===== config.mk =====
export PLATFORM = sky130hd
export DESIGN_NAME = randomizer_frame_ctrl
export DESIGN_NICKNAME = d
export VERILOG_FILES = /design/src/rtl/randomizer_frame_ctrl.sv
export SDC_FILE = /design/constraint.sdc
export NUM_CORES = 1
export LEC_CHECK = 0
export CAP_MARGIN = 25
export CORE_MARGIN = 5
export CORE_UTILIZATION = 50
export DETAILED_ROUTE_END_ITERATION = 6
export DONT_BUFFER_PORTS = 1
export PLACE_DENSITY_LB_ADDON = 0.25
export SETUP_SLACK_MARGIN = 0.05
export SLEW_MARGIN = 20
export SYNTH_ARGS = -nofsm -noshare
export SYNTH_HDL_FRONTEND = slang
export SYNTH_SLANG_ARGS = --single-unit

===== constraint.sdc =====
create_clock -name clock_in -period 2.55 [get_ports clock_in]
set_clock_uncertainty 0.1 [all_clocks]
set_input_delay 0.255 -clock clock_in [delete_from_list [all_inputs] [get_ports clock_in]]
set_output_delay 0.255 -clock clock_in [all_outputs]
set_load 0.05 [all_outputs]

===== src/rtl/randomizer_frame_ctrl.sv =====
// Frame sequencer for the serial randomizer: emits an unrandomized sync marker, then
// FRAME_BYTES payload bytes MSB first, and drives the randomizer's bypass and clear controls.
module randomizer_frame_ctrl #(
    parameter logic [31:0] SYNC_WORD   = 32'h1ACFFC1D,
    parameter int          SYNC_LEN    = 32,
    parameter int          FRAME_BYTES = 1115,
    parameter logic [7:0]  FILL_BYTE   = 8'h00
) (
    input  logic        clock_in,
    input  logic        reset_in,
    input  logic        enable_in,
    input  logic [7:0]  byte_in,
    input  logic        byte_valid_in,
    output logic        byte_ready_out,
    output logic        rand_bit_out,
    output logic        bit_valid_out,
    output logic        rand_bypass_out,
    output logic        rand_clear_out,
    output logic        frame_start_out,
    output logic [15:0] frame_count_out,
    output logic        underrun_out
);

    localparam int MAX_BITS = (SYNC_LEN > 8) ? SYNC_LEN : 8;
    localparam int CNT_W    = $clog2(MAX_BITS);
    localparam logic [CNT_W-1:0] SYNC_LAST = CNT_W'(SYNC_LEN - 1);
    localparam logic [CNT_W-1:0] BIT_LAST  = CNT_W'(7);
    localparam logic [15:0]      BYTE_LAST = 16'(FRAME_BYTES - 1);

    typedef enum logic [1:0] {
        ST_IDLE,
        ST_SYNC,
        ST_PAYLOAD
    } state_t;

    state_t           state_q, state_d;
    logic [CNT_W-1:0] bit_cnt_q, bit_cnt_d;
    logic [15:0]      byte_cnt_q, byte_cnt_d;
    logic [7:0]       shift_q, shift_d;
    logic [7:0]       hold_q, hold_d;
    logic             hold_empty_q, hold_empty_d;
    logic             frame_done_q, frame_done_d;
    logic [15:0]      frame_count_q, frame_count_d;
    logic             underrun_q, underrun_d;
    logic             rand_bit_q, rand_bit_d;
    logic             bit_valid_q, bit_valid_d;
    logic             bypass_q, bypass_d;
    logic             clear_q, clear_d;
    logic             frame_start_q, frame_start_d;

    logic [CNT_W-1:0] sync_idx;
    logic [7:0]       load_byte;

    assign sync_idx = SYNC_LAST - bit_cnt_q;

    always_comb begin
        state_d       = state_q;
        bit_cnt_d     = bit_cnt_q;
        byte_cnt_d    = byte_cnt_q;
        shift_d       = shift_q;
        hold_d        = hold_q;
        hold_empty_d  = hold_empty_q;
        underrun_d    = underrun_q;
        frame_done_d  = 1'b0;
        frame_count_d = frame_count_q + 16'(frame_done_q);
        rand_bit_d    = 1'b0;
        bit_valid_d   = 1'b0;
        bypass_d      = 1'b0;
        clear_d       = 1'b1;
        frame_start_d = 1'b0;
        load_byte     = FILL_BYTE;

        // Accept only into an empty holding register, so no fall-through during a drain.
        if (byte_valid_in && hold_empty_q) begin
            hold_d       = byte_in;
            hold_empty_d = 1'b0;
        end

        case (state_q)
            ST_IDLE: begin
                if (enable_in) begin
                    state_d   = ST_SYNC;
                    bit_cnt_d = '0;
                end
            end
            ST_SYNC: begin
                rand_bit_d    = SYNC_WORD[sync_idx];
                bit_valid_d   = 1'b1;
                bypass_d      = 1'b1;
                frame_start_d = (bit_cnt_q == '0);
                if (bit_cnt_q == SYNC_LAST) begin
                    state_d    = ST_PAYLOAD;
                    bit_cnt_d  = '0;
                    byte_cnt_d = '0;
                end else begin
                    bit_cnt_d = bit_cnt_q + 1'b1;
                end
            end
            ST_PAYLOAD: begin
                bit_valid_d = 1'b1;
                clear_d     = 1'b0;
                if (bit_cnt_q == '0) begin
                    if (!hold_empty_q) begin
                        load_byte    = hold_q;
                        hold_empty_d = 1'b1;
                    end else begin
                        underrun_d = 1'b1;
                    end
                    rand_bit_d = load_byte[7];
                    shift_d    = {load_byte[6:0], 1'b0};
                end else begin
                    rand_bit_d = shift_q[7];
                    shift_d    = {shift_q[6:0], 1'b0};
                end
                if (bit_cnt_q == BIT_LAST) begin
                    bit_cnt_d = '0;
                    if (byte_cnt_q == BYTE_LAST) begin
                        frame_done_d = 1'b1;
                        byte_cnt_d   = '0;
                        state_d      = enable_in ? ST_SYNC : ST_IDLE;
                    end else begin
                        byte_cnt_d = byte_cnt_q + 16'd1;
                    end
                end else begin
                    bit_cnt_d = bit_cnt_q + 1'b1;
                end
            end
            default: state_d = ST_IDLE;
        endcase
    end

    always_ff @(posedge clock_in) begin
        if (reset_in) begin
            state_q       <= ST_IDLE;
            bit_cnt_q     <= '0;
            byte_cnt_q    <= '0;
            shift_q       <= '0;
            hold_q        <= '0;
            hold_empty_q  <= 1'b1;
            frame_done_q  <= 1'b0;
            frame_count_q <= '0;
            underrun_q    <= 1'b0;
            rand_bit_q    <= 1'b0;
            bit_valid_q   <= 1'b0;
            bypass_q      <= 1'b0;
            clear_q       <= 1'b1;
            frame_start_q <= 1'b0;
        end else begin
            state_q       <= state_d;
            bit_cnt_q     <= bit_cnt_d;
            byte_cnt_q    <= byte_cnt_d;
            shift_q       <= shift_d;
            hold_q        <= hold_d;
            hold_empty_q  <= hold_empty_d;
            frame_done_q  <= frame_done_d;
            frame_count_q <= frame_count_d;
            underrun_q    <= underrun_d;
            rand_bit_q    <= rand_bit_d;
            bit_valid_q   <= bit_valid_d;
            bypass_q      <= bypass_d;
            clear_q       <= clear_d;
            frame_start_q <= frame_start_d;
        end
    end

    assign byte_ready_out  = hold_empty_q;
    assign rand_bit_out    = rand_bit_q;
    assign bit_valid_out   = bit_valid_q;
    assign rand_bypass_out = bypass_q;
    assign rand_clear_out  = clear_q;
    assign frame_start_out = frame_start_q;
    assign frame_count_out = frame_count_q;
    assign underrun_out    = underrun_q;

endmodule


==> results of run 1 <==
-- worst min-delay path, cell delays in order --
cell                      delay [ps]
sky130_fd_sc_hd__nor3_1           30
sky130_fd_sc_hd__nand2_1          60
sky130_fd_sc_hd__o31ai_1          60
-- metrics by stage --
step	area, sq um	worst slack [ps]
final	3580	280.4
after global routing	3580	69.07
after CTS	3580	284.2
after detailed placement	3211	299.5
after global placement	3211	409.3
after floorplan	3072	518.9
-- layer usage --
layer / vias to the layer above / wire, um / part of all wire (%)
li1: 1342 / - / -
met3: 12 / 204 / 3.0
met1: 1217 / 3133 / 46
met2: 37 / 3299 / 49
met5: - / 0 / 0
met4: 0 / 152 / 2.2
-- how the worst max path moves through the flow --
stage                                   from  slack, ps                             end  cells past startpoint
6_report           bit_cnt_q[1]$_SDFFE_PP0P_        280         state_q[1]$_SDFFE_PP0P_                      8
2_1_floorplan  frame_count_out[0]$_SDFF_PP0_        520  frame_count_out[12]$_SDFF_PP0_                      6
4_1_cts            bit_cnt_q[1]$_SDFFE_PP0P_        280         state_q[1]$_SDFFE_PP0P_                      8
5_1_grt            bit_cnt_q[0]$_SDFFE_PP0P_         70     byte_cnt_q[11]$_SDFFE_PP0P_                      9
3_5_place_dp       bit_cnt_q[1]$_SDFFE_PP0P_        300         state_q[1]$_SDFFE_PP0P_                      8
3_3_place_gp       bit_cnt_q[1]$_SDFFE_PP0P_        410         state_q[1]$_SDFFE_PP0P_                      8
-- cell usage in the layout, fill, tap and decap left out, drive strengths merged, types with 8 or more instances in the layout --
cell type / n
buf: 22
inv: 9
nand2: 30
clkbuf: 11
nor3b: 8
xor2: 8
a21oi: 29
and3: 8
dfxtp: 62
ha: 12
nand4: 13
nand3: 32
dlygate4sd3: 16
o21ai: 8
nor2b: 8
nor2: 35
-- cell usage after synthesis (2+ instances only) --
library cell / n
sky130_fd_sc_hd__nor4b_1: 4
sky130_fd_sc_hd__a211oi_1: 6
sky130_fd_sc_hd__xor2_1: 8
sky130_fd_sc_hd__nor4_1: 4
sky130_fd_sc_hd__mux2i_1: 7
sky130_fd_sc_hd__clkbuf_1: 11
sky130_fd_sc_hd__nor2b_1: 8
sky130_fd_sc_hd__xnor2_1: 6
sky130_fd_sc_hd__nand2_1: 30
sky130_fd_sc_hd__dfxtp_1: 62
sky130_fd_sc_hd__and2_1: 3
sky130_fd_sc_hd__nor3b_1: 6
sky130_fd_sc_hd__and3_1: 7
sky130_fd_sc_hd__buf_2: 2
sky130_fd_sc_hd__nor2_1: 35
sky130_fd_sc_hd__nand4_1: 13
sky130_fd_sc_hd__a21oi_1: 29
sky130_fd_sc_hd__inv_1: 9
sky130_fd_sc_hd__nand2b_1: 4
sky130_fd_sc_hd__or2_2: 3
sky130_fd_sc_hd__nor3_1: 5
sky130_fd_sc_hd__nand3_1: 32
sky130_fd_sc_hd__nand3b_1: 2
sky130_fd_sc_hd__a31oi_1: 4
sky130_fd_sc_hd__or3_1: 4
sky130_fd_sc_hd__o21ai_0: 7
sky130_fd_sc_hd__o2111ai_1: 2
sky130_fd_sc_hd__a2bb2oi_1: 2
sky130_fd_sc_hd__ha_1: 12
sky130_fd_sc_hd__buf_6: 4
-- state kept, by name, indices dropped and copies added (netlist names), 2 cells and up --
| register | count |
|---|---|
| frame_count_out | 16 |
| state_q | 2 |
| hold_q | 8 |
| bit_cnt_q | 5 |
| shift_q | 7 |
| byte_cnt_q | 16 |
-- logic make-up (layout without fill, tap and decap cells) --
logic type	count (synthesis)	after routing
XOR/XNOR	14	14
buffers and inverters	30	63
multiplexers	7	7
AND/OR/NAND/NOR	172	172
adder cells (fa/ha/maj)	12	12
flip-flops	62	62
AO/OA/AOI/OAI	62	62
-- power by group through the flow --
stage	clock network [mW]	logic [mW]	registers, mW
global placement	0	0.508	1.15
detailed placement	0	0.521	1.15
finish	0.835	0.571	1.13
floorplan	0	0.414	1.15
global route	0.909	0.636	1.14
CTS	0.858	0.566	1.13
-- cell type report --
type / count / share of cell area, %
clock buffers: 11 / 3.950
inverters: 10 / 1.049
multi-input cells: 267 / 46.94
well taps: 75 / 2.621
clock inverters: 4 / 1.328
flip-flops and latches: 62 / 34.67
repair buffers: 38 / 9.437
-- timing repair --
item / 4_1_cts / 5_1_grt
endpoints found under the setup margin: 0 / 1
hold buffers: 17 / 0
hold endpoints to repair: 51 / 0
==> out/qor.yml, run 1 <==
timing:
  finalMaxSlewViolations: 0
  rsz0062_at_grt: "no"
  finalHoldWorstSlack_ps: 25.25
  sum_of_negative_setup_slack_ps: 0
  min_period_over_period_pct: 89.00
  timing_hold_violations_final: 0
  worstMarginPinSlew_ps: 588.4
  relSlewSlack_pct: 60.72
  fmax_mhz: 440.6
  setup_viol_count_final: 0
  timing.final.crit_period_ps: 2270
synth:
  synth_flop_cell: "sky130_fd_sc_hd__dfxtp_1"
  synth.area.mux_share_pct: 2.281
  synth_adder_area_share_pct: 4.888
  synth.ff_latch_count: 62
  synthCells: 359
  post_synth.cell_area_avg_sq_um: 8.556
  synth-xor-area-share_pct: 3.992
  synth.net_count: 383
  yosys-top-cells-area: "sky130_fd_sc_hd__dfxtp_1, sky130_fd_sc_hd__nand3_1, sky130_fd_sc_hd__ha_1"
  asyncSetResetFlopFracSynth_pct: 0
  synthDominantCellAreaShare_pct: 40.41
  compound_gate_portion_of_the_synthesized_area_pct: 12.87
  synth_warnings: 0
  synth.largest_area_cell: "sky130_fd_sc_hd__dfxtp_1"
  synthDistinctLibCells: 58
  synth.cell_area_sq_um: 3072
  yosysSeqAreaShare_pct: 40.41
  synth_enable_flop_cells: 0
  dominant_combinational_cell_family_by_area_after_synthesis: "simple AND/OR/NAND/NOR gates"
  synth_simple_gate_area_share_pct: 30.67
setup_path:
  critical_path_most_common_cell: "sky130_fd_sc_hd__ha_1"
  wp_data_required_ps: 2670
  critical_path_peak_fanout: 6
  crit_family: "compound AO/OA/AOI/OAI gates"
  cp.arrival_ps: 2390
  ff2ff_setup_slack_ps: 280
  worst-path-buf-inv: 0
  regToRegEndpoint: "state_q[1]$_SDFFE_PP0P_"
  r2r.worst_path.cells: 8
  element_type_at_the_critical_path_start: "flop"
  crit-reg2reg-launch: "bit_cnt_q[1]$_SDFFE_PP0P_"
  timing.critical_path.slowest_stage_cell: "sky130_fd_sc_hd__dfxtp_1"
  cp-end-kind: "flop"
  critical_path_class: "reg -> reg"
  timing.critical_path.slowest_cell_delay_ps: 420
  worstPathCellList: "ha_1 -> and3_2 -> ha_1 -> nand2b_1 -> o21ai_2 -> a211oi_1 -> mux2i_1 -> nor2_1"
cts:
  root_buffer_selected_by_cts: "sky130_fd_sc_hd__clkbuf_8"
  post_cts.repair.setup_buffers: 0
  clock_tree.buffer_depth: 2
  clk-insertion-delay-late_ps: 330
  cts.clk_slew.worst_paths_ps: 70
  cts_inserted_buffers: 9
  tritoncts: "built"
  clock_sinks: 62
  postCtsResizedCells: 0
  cts.htree.levels: 3
status:
  run_status: "finished, final reports clean"
pwr:
  powerDensity_nw_per_um2: 708.6
  switchingPower_mw: 0.8109
  vdd_drop_max_mv: 0.5506
  combinationalPowerShare_pct: 22.5
  total_leakage_power_nw: 1.279
  power_mw: 2.536
  clockPowerShare_pct: 32.9
  pwr-share-seq_pct: 44.6
  power.share.switching_pct: 31.97
  intPower_mw: 1.725
place:
  place_inst: 435
  place.detailed.hpwl_um: 4390
  gp_congestion: 0.8068
  portBuffers: 0
global_route:
  grt-ovfl-total: 0
  grt_first_pass_wirelength_um: 11710
  grtUsageMet2_pct: 30.80
  grt_pass1_vias: 2553
  initial_antenna_violation_count: 0
  peak_usage_layer_in_the_global_routing_report: "met2"
  grt_usage_pct: 19.06
  grt_max_degree: 52
  grt_use_met3_pct: 3.445
  grt_util_met1_pct: 24.33
detailed_routing:
  drt_iter0_markers: 133
  count_of_nets_left_with_antenna_violations_after_detail_routing: 0
  detailedRoute.firstPassIterationCount: 5
  via_count: 2608
  drc_errors: 0
  drt-wirelength-per-cell_um: 14.54
  routed_wl_um: 6789
  via_per_inst: 5.585
cells_and_area:
  filler_cell_count: 542
  layoutNonFillerInstCount: 467
  post_synthesis_to_final_layout_area_growth_pct: 16.54
  layout-drive-gt1-share_pct: 12.76
  antenna_cells: 0
  finalCoreUtilization_pct: 60.11
  multiInputGateArea_sq_um: 1680
  final_nets: 412
  seqCellArea_sq_um: 1241
die:
  die-area_sq_um: 7811
  fp.coreArea_sq_um: 5956
  die_height_um: 88.38
  ioPinCount: 35
  die_w_um: 88.38
  initial_core_util_pct: 51.58
  num_rows: 28
run:
  max_cap_viols: 0
hold_path:
  hold-path-cell-count: 3
  path_type_of_the_worst_min_delay_path: "in -> reg"
  hold_path.startpoint: "reset_in"
  hold-path-endpoint: "state_q[0]$_SDFFE_PP0P_"
Power figures use the tool's default switching activity.
==> run 2: changes to the inputs <==
--- a/config.mk
+++ b/config.mk
@@ -10,8 +10,10 @@
 export CORE_UTILIZATION = 50
 export DETAILED_ROUTE_END_ITERATION = 6
 export DONT_BUFFER_PORTS = 1
+export GPL_TIMING_DRIVEN = 0
 export PLACE_DENSITY_LB_ADDON = 0.25
 export SETUP_SLACK_MARGIN = 0.05
+export SKIP_CTS_REPAIR_TIMING = 1
 export SLEW_MARGIN = 20
 export SYNTH_ARGS = -nofsm -noshare
 export SYNTH_HDL_FRONTEND = slang
==> constraint.sdc (replaced) <==
create_clock -name clock_in -period 2.55 [get_ports clock_in]
set_clock_uncertainty 0.1 [all_clocks]
set_input_delay 0.1275 -clock clock_in [delete_from_list [all_inputs] [get_ports clock_in]]
set_output_delay 0.1275 -clock clock_in [all_outputs]
set_load 0.05 [all_outputs]
==> out/qor.yml, run 2 (synthesis gave the netlist of run 1 again) <==
hold_path:
  hold-path-cell-count: 4  # +1
  hold_path.startpoint: "enable_in"
  hold-path-endpoint: "state_q[0]$_SDFFE_PP0P_"
  path_type_of_the_worst_min_delay_path: "in -> reg"
cts:
  clock_sinks: 62  # unchanged
  cts.htree.levels: 3  # unchanged
  tritoncts: "built"
  root_buffer_selected_by_cts: "sky130_fd_sc_hd__clkbuf_8"
  clk-insertion-delay-late_ps: 340  # about the same
  cts_inserted_buffers: 9  # unchanged
  clock_tree.buffer_depth: 2  # unchanged
  cts.clk_slew.worst_paths_ps: 70  # about the same
cells_and_area:
  filler_cell_count: 554  # +2.2%
  layout-drive-gt1-share_pct: 10.36  # -2.4 points
  antenna_cells: 0  # unchanged
  final_common_cell: "sky130_fd_sc_hd__dfxtp_1"
  seqCellArea_sq_um: 1241  # unchanged
  final_nets: 405  # -1.7%
  multiInputGateArea_sq_um: 1685  # +0.30%
  layout.cells.most_common_list: "sky130_fd_sc_hd__dfxtp_1, sky130_fd_sc_hd__nor2_1, sky130_fd_sc_hd__nand3_1"
  post_synthesis_to_final_layout_area_growth_pct: 13.56
place:
  post-place-ws_ps: 187.4  # -112.1 ps
  place.detailed.hpwl_um: 4696  # +7.0%
  portBuffers: 0  # unchanged
  gp_congestion: 0.8016  # -0.64%
timing:
  finalMaxSlewViolations: 0  # unchanged
  worstMarginPinSlew_ps: 663.3  # +74.95 ps
  timing.final.crit_period_ps: 2329  # +59.51 ps
  rsz0062_at_grt: "no"
  setup_viol_count_final: 0  # unchanged
  timing_hold_violations_final: 0  # unchanged
  sum_of_negative_setup_slack_ps: 0  # unchanged
  layout_setup_ws_ps: 220.9  # -59.51 ps
  min_period_over_period_pct: 91.34  # +2.3 points
  fmax_mhz: 429.4  # -2.6%
  relSlewSlack_pct: 55.72  # -5.0 points
detailed_routing:
  count_of_nets_left_with_antenna_violations_after_detail_routing: 0  # unchanged
  routed_wl_um: 6865  # +1.1%
  drc_errors: 0  # unchanged
  drt_iter0_markers: 163  # +23%
  detailedRoute.firstPassIterationCount: 4  # -1
  drt-wirelength-per-cell_um: 14.89  # +2.4%
  via_per_inst: 5.640  # +0.99%
  via_count: 2600  # -0.31%
setup_path:
  element_type_at_the_critical_path_start: "flop"
  regToRegEndpoint: "byte_cnt_q[15]$_SDFFE_PP0P_"
  crit-reg2reg-launch: "bit_cnt_q[1]$_SDFFE_PP0P_"
  ff2ff_setup_slack_ps: 220  # -60 ps
  critical_path_peak_fanout: 9  # +3
  cp-end-kind: "flop"
  timing.critical_path.slowest_cell_delay_ps: 420  # about the same
  crit_family: "simple AND/OR/NAND/NOR gates"
  r2r.worst_path.cells: 8  # unchanged
  critical_path_most_common_cell: "sky130_fd_sc_hd__ha_1"
  wp_data_required_ps: 2680  # about the same
  worst-path-buf-inv: 1  # +1
  worstPathCellList: "ha_1 -> and3_2 -> ha_1 -> nand2b_1 -> o211ai_2 -> nor2b_1 -> buf_2 -> a221o_1"
  critical_path_class: "reg -> reg"
  timing.critical_path.slowest_stage_cell: "sky130_fd_sc_hd__dfxtp_1"
  cp.arrival_ps: 2460  # +70 ps
die:
  initial_core_util_pct: 51.58  # unchanged
  die-area_sq_um: 7811  # unchanged
  num_rows: 28  # unchanged
  fp.coreArea_sq_um: 5956  # unchanged
  ioPinCount: 35  # unchanged
  die_w_um: 88.38  # unchanged
  die_height_um: 88.38  # unchanged
global_route:
  grt_util_met1_pct: 23.56  # -0.76 points
  grt_max_degree: 11  # -79%
  peak_usage_layer_in_the_global_routing_report: "met2"
  grt_usage_pct: 18.71  # -0.34 points
  grt_use_met3_pct: 5.773  # +2.3 points
  grt_first_pass_wirelength_um: 11430  # -2.4%
  initial_antenna_violation_count: 0  # unchanged
  grt-ovfl-total: 0  # unchanged
  grt_pass1_vias: 2476  # -3.0%
  grtUsageMet2_pct: 31.00  # +0.20 points
status:
  run_status: "finished, final reports clean"
pwr:
  powerDensity_nw_per_um2: 756.9  # +6.8%
  total_leakage_power_nw: 1.228  # -4.0%
  vdd_drop_max_mv: 0.4442  # -19%
run:
  max_cap_viols: 0  # unchanged
[run 2: where the power goes]
part           switching [mW]  internal (mW)
clock                   0.366          0.575
combinational           0.352          0.210
sequential              0.105           1.03
total                   0.823           1.82
[run 2: worst max path at each step]
stage               cells after the start                           from                        endpoint  slack [ps]
floorplan                               6  frame_count_out[0]$_SDFF_PP0_  frame_count_out[12]$_SDFF_PP0_         520
global placement                        9      bit_cnt_q[0]$_SDFFE_PP0P_     byte_cnt_q[13]$_SDFFE_PP0P_         250
detailed placement                      9      bit_cnt_q[1]$_SDFFE_PP0P_     byte_cnt_q[13]$_SDFFE_PP0P_         190
CTS                                     9      bit_cnt_q[1]$_SDFFE_PP0P_     byte_cnt_q[13]$_SDFFE_PP0P_         150
global route                            9      bit_cnt_q[1]$_SDFFE_PP0P_      byte_cnt_q[7]$_SDFFE_PP0P_          50
finish                                  8      bit_cnt_q[1]$_SDFFE_PP0P_     byte_cnt_q[15]$_SDFFE_PP0P_         220
[run 2: layout make-up]
class,count,area share [%]
Multi-Input combinational cell,267,48.31
Sequential cell,62,35.58
Clock buffer,12,4.161
Buffer,20,3.228
Timing Repair Buffer,11,2.941
Tap cell,75,2.690
Clock inverter,4,2.009
Inverter,10,1.076
[run 2: stage by stage]
step	instance area [sq um]	total power, mW	cells	utilization (%)	hold WS, ps
floorplan	3072	1.564	359	-	175.0
global placement	3166	1.674	434	53.15	180.8
detailed placement	3166	1.691	434	53.15	182.9
CTS	3381	2.639	450	56.76	-183.3
global route	3488	2.781	461	58.57	91.29
finish	3488	2.640	461	58.57	51.36
[run 2: per-layer routing]
metal  part of all wire [%]  wire length, um
met5                      0                0
met4                   0.87               60
met3                    3.7              255
met2                     50             3400
met1                     46             3148
[run 2: worst reg2reg max path: stages (launching register included)]
cell                       delay (ps)
sky130_fd_sc_hd__dfxtp_1          420
sky130_fd_sc_hd__ha_1             240
sky130_fd_sc_hd__and3_2           190
sky130_fd_sc_hd__ha_1             130
sky130_fd_sc_hd__nand2b_1         210
sky130_fd_sc_hd__o211ai_2         240
sky130_fd_sc_hd__nor2b_1          200
sky130_fd_sc_hd__buf_2            200
sky130_fd_sc_hd__a221o_1          300
==> run 3: changes to the inputs <==
==> constraint.sdc (replaced) <==
create_clock -name clock_in -period 3 [get_ports clock_in]
set_clock_uncertainty 0.1 [all_clocks]
set_input_delay 0.15 -clock clock_in [delete_from_list [all_inputs] [get_ports clock_in]]
set_output_delay 0.15 -clock clock_in [all_outputs]
set_load 0.05 [all_outputs]
==> out/qor.yml, run 3 (synthesis gave the netlist of run 1 again) <==
setup_path:
  element_type_at_the_critical_path_start: "flop"
  r2r.worst_path.cells: 9  # +1
  regToRegEndpoint: "byte_cnt_q[13]$_SDFFE_PP0P_"
  cp.depth: 9  # +1
  timing.critical_path.slowest_cell_delay_ps: 420  # about the same
  cp-end-kind: "flop"
  critical_path_class: "reg -> reg"
  crit-reg2reg-launch: "bit_cnt_q[1]$_SDFFE_PP0P_"
  critical_path_peak_fanout: 10  # +1
  worst-path-buf-inv: 1  # unchanged
  timing.critical_path.slowest_stage_cell: "sky130_fd_sc_hd__dfxtp_1"
  crit_path_end: "byte_cnt_q[13]$_SDFFE_PP0P_"
  critical_path_most_common_cell: "sky130_fd_sc_hd__ha_1"
  timing.critical_path.from: "bit_cnt_q[1]$_SDFFE_PP0P_"
  worstPathCellList: "ha_1 -> and3_2 -> ha_1 -> nand2b_1 -> o21ai_2 -> nor3b_4 -> buf_6 -> nand4_1 -> mux2i_1"
  ff2ff_setup_slack_ps: 600  # +380 ps
  wp_data_required_ps: 3170  # +490 ps
  crit_family: "simple AND/OR/NAND/NOR gates"
  cp.arrival_ps: 2560  # +100 ps
place:
  gp_congestion: 0.8016  # unchanged
  post-place-ws_ps: 637.4  # +450.0 ps
  place.detailed.hpwl_um: 4696  # unchanged
  portBuffers: 0  # unchanged
timing:
  relSlewSlack_pct: 55.73  # about the same
  finalMaxSlewViolations: 0  # unchanged
  sum_of_negative_setup_slack_ps: 0  # unchanged
  setup_viol_count_final: 0  # unchanged
  timing.final.crit_period_ps: 2396  # +66.73 ps
  fmax_mhz: 417.4  # -2.8%
  rsz0062_at_grt: "no"
  layout_setup_ws_ps: 604.2  # +383.3 ps
  worstMarginPinSlew_ps: 663.1  # -0.1701 ps
  min_period_over_period_pct: 79.86  # -11 points
  timing_hold_violations_final: 0  # unchanged
global_route:
  initial_antenna_violation_count: 0  # unchanged
  grt_max_degree: 11  # unchanged
  grt_usage_pct: 18.71  # unchanged
  grt-ovfl-total: 0  # unchanged
  grt_pass1_vias: 2476  # unchanged
  grt_first_pass_wirelength_um: 11430  # unchanged
die:
  die_w_um: 88.38  # unchanged
  initial_core_util_pct: 51.58  # unchanged
  die-area_sq_um: 7811  # unchanged
  num_rows: 28  # unchanged
  fp.coreArea_sq_um: 5956  # unchanged
  die_height_um: 88.38  # unchanged
  ioPinCount: 35  # unchanged
cells_and_area:
  filler_cell_count: 562  # +1.4%
  post_synthesis_to_final_layout_area_growth_pct: 12.67
  final_common_cell: "sky130_fd_sc_hd__dfxtp_1"
  seqCellArea_sq_um: 1241  # unchanged
  multiInputGateArea_sq_um: 1680  # -0.30%
  final_nets: 402  # -0.74%
  layout-drive-gt1-share_pct: 9.399  # -0.96 points
  antenna_cells: 0  # unchanged
  layout.cells.most_common_list: "sky130_fd_sc_hd__dfxtp_1, sky130_fd_sc_hd__nor2_1, sky130_fd_sc_hd__nand3_1"
pwr:
  vdd_drop_max_mv: 0.3777  # -15%
  total_leakage_power_nw: 1.210  # -1.4%
  powerDensity_nw_per_um2: 645.6  # -15%
hold_path:
  path_type_of_the_worst_min_delay_path: "in -> reg"
  hold_path.startpoint: "enable_in"
detailed_routing:
  drt-wirelength-per-cell_um: 14.96  # +0.48%
  detailedRoute.firstPassIterationCount: 4  # unchanged
  via_count: 2606  # +0.23%
  drt_iter0_markers: 157  # -3.7%
  routed_wl_um: 6853  # -0.17%
  via_per_inst: 5.690  # +0.89%
  drc_errors: 0  # unchanged
  count_of_nets_left_with_antenna_violations_after_detail_routing: 0  # unchanged
cts:
  cts_inserted_buffers: 9  # unchanged
  clk-insertion-delay-late_ps: 340  # about the same
  cts.clk_slew.worst_paths_ps: 60  # about the same
  cts.htree.levels: 3  # unchanged
  clock_tree.buffer_depth: 2  # unchanged
  tritoncts: "built"
  root_buffer_selected_by_cts: "sky130_fd_sc_hd__clkbuf_8"
  clock_sinks: 62  # unchanged
run:
  max_cap_viols: 0  # unchanged
status:
  run_status: "finished, final reports clean"
[run 3: cell count changes in the layout (fill, tap and decap cells not counted), sizes merged]
cell / before / now
buf: 11 / 8
[run 3: final cells by class]
| type | count | area share (%) |
|---|---|---|
| well taps | 75 | 2.711 |
| clock inverters | 4 | 2.025 |
| flip-flops and latches | 62 | 35.86 |
| plain buffers | 20 | 3.254 |
| multi-input cells | 267 | 48.55 |
| clock buffers | 12 | 4.194 |
| inverters | 10 | 1.085 |
| repair buffers | 8 | 2.314 |
[run 3: worst min-delay path by stage]
stage / end / slack, ps / cells after the start
final: state_q[0]$_SDFFE_PP0P_ / 70 / 4
after detailed placement: hold_q[4]$_SDFFE_PP0P_ / 210 / 2
after global routing: state_q[0]$_SDFFE_PP0P_ / 110 / 4
after CTS: hold_q[4]$_SDFFE_PP0P_ / -160 / 2
after floorplan: hold_q[1]$_SDFFE_PP0P_ / 200 / 2
after global placement: hold_q[6]$_SDFFE_PP0P_ / 200 / 2
[run 3: power by group]
group / switching, mW / total (mW) / internal, mW
sequential: 0.0891 / 0.967 / 0.878
combinational: 0.297 / 0.468 / 0.170
clock: 0.311 / 0.800 / 0.488
total: 0.698 / 2.23 / 1.54
[run 3: layer usage]
metal  share of wire, %  up-vias  track usage [%]
met3                4.1        5            5.773
met2                 49       57            31.00
met1                 46     1222            23.56
met5                  0        -                0
li1                   -     1322                -
met4               0.74        0            5.357
[run 3: worst reg2reg max path, stage by stage, from the launching register on]
cell                       delay, ps
sky130_fd_sc_hd__dfxtp_1         420
sky130_fd_sc_hd__ha_1            240
sky130_fd_sc_hd__and3_2          190
sky130_fd_sc_hd__ha_1            130
sky130_fd_sc_hd__nand2b_1        210
sky130_fd_sc_hd__o21ai_2         160
sky130_fd_sc_hd__nor3b_4         420
sky130_fd_sc_hd__buf_6           200
sky130_fd_sc_hd__nand4_1         110
sky130_fd_sc_hd__mux2i_1         140
[run 3: through the flow]
stage | power [mW] | hold slack [ps] | util, % | cells | cell area [sq um]
4_1_cts | 2.243 | -160.8 | 56.76 | 450 | 3381
2_1_floorplan | 1.330 | 197.5 | - | 359 | 3072
3_5_place_dp | 1.438 | 205.4 | 53.15 | 434 | 3166
6_report | 2.234 | 74.21 | 58.11 | 458 | 3461
5_1_grt | 2.351 | 113.8 | 58.11 | 458 | 3461
3_3_place_gp | 1.423 | 203.3 | 53.15 | 434 | 3166
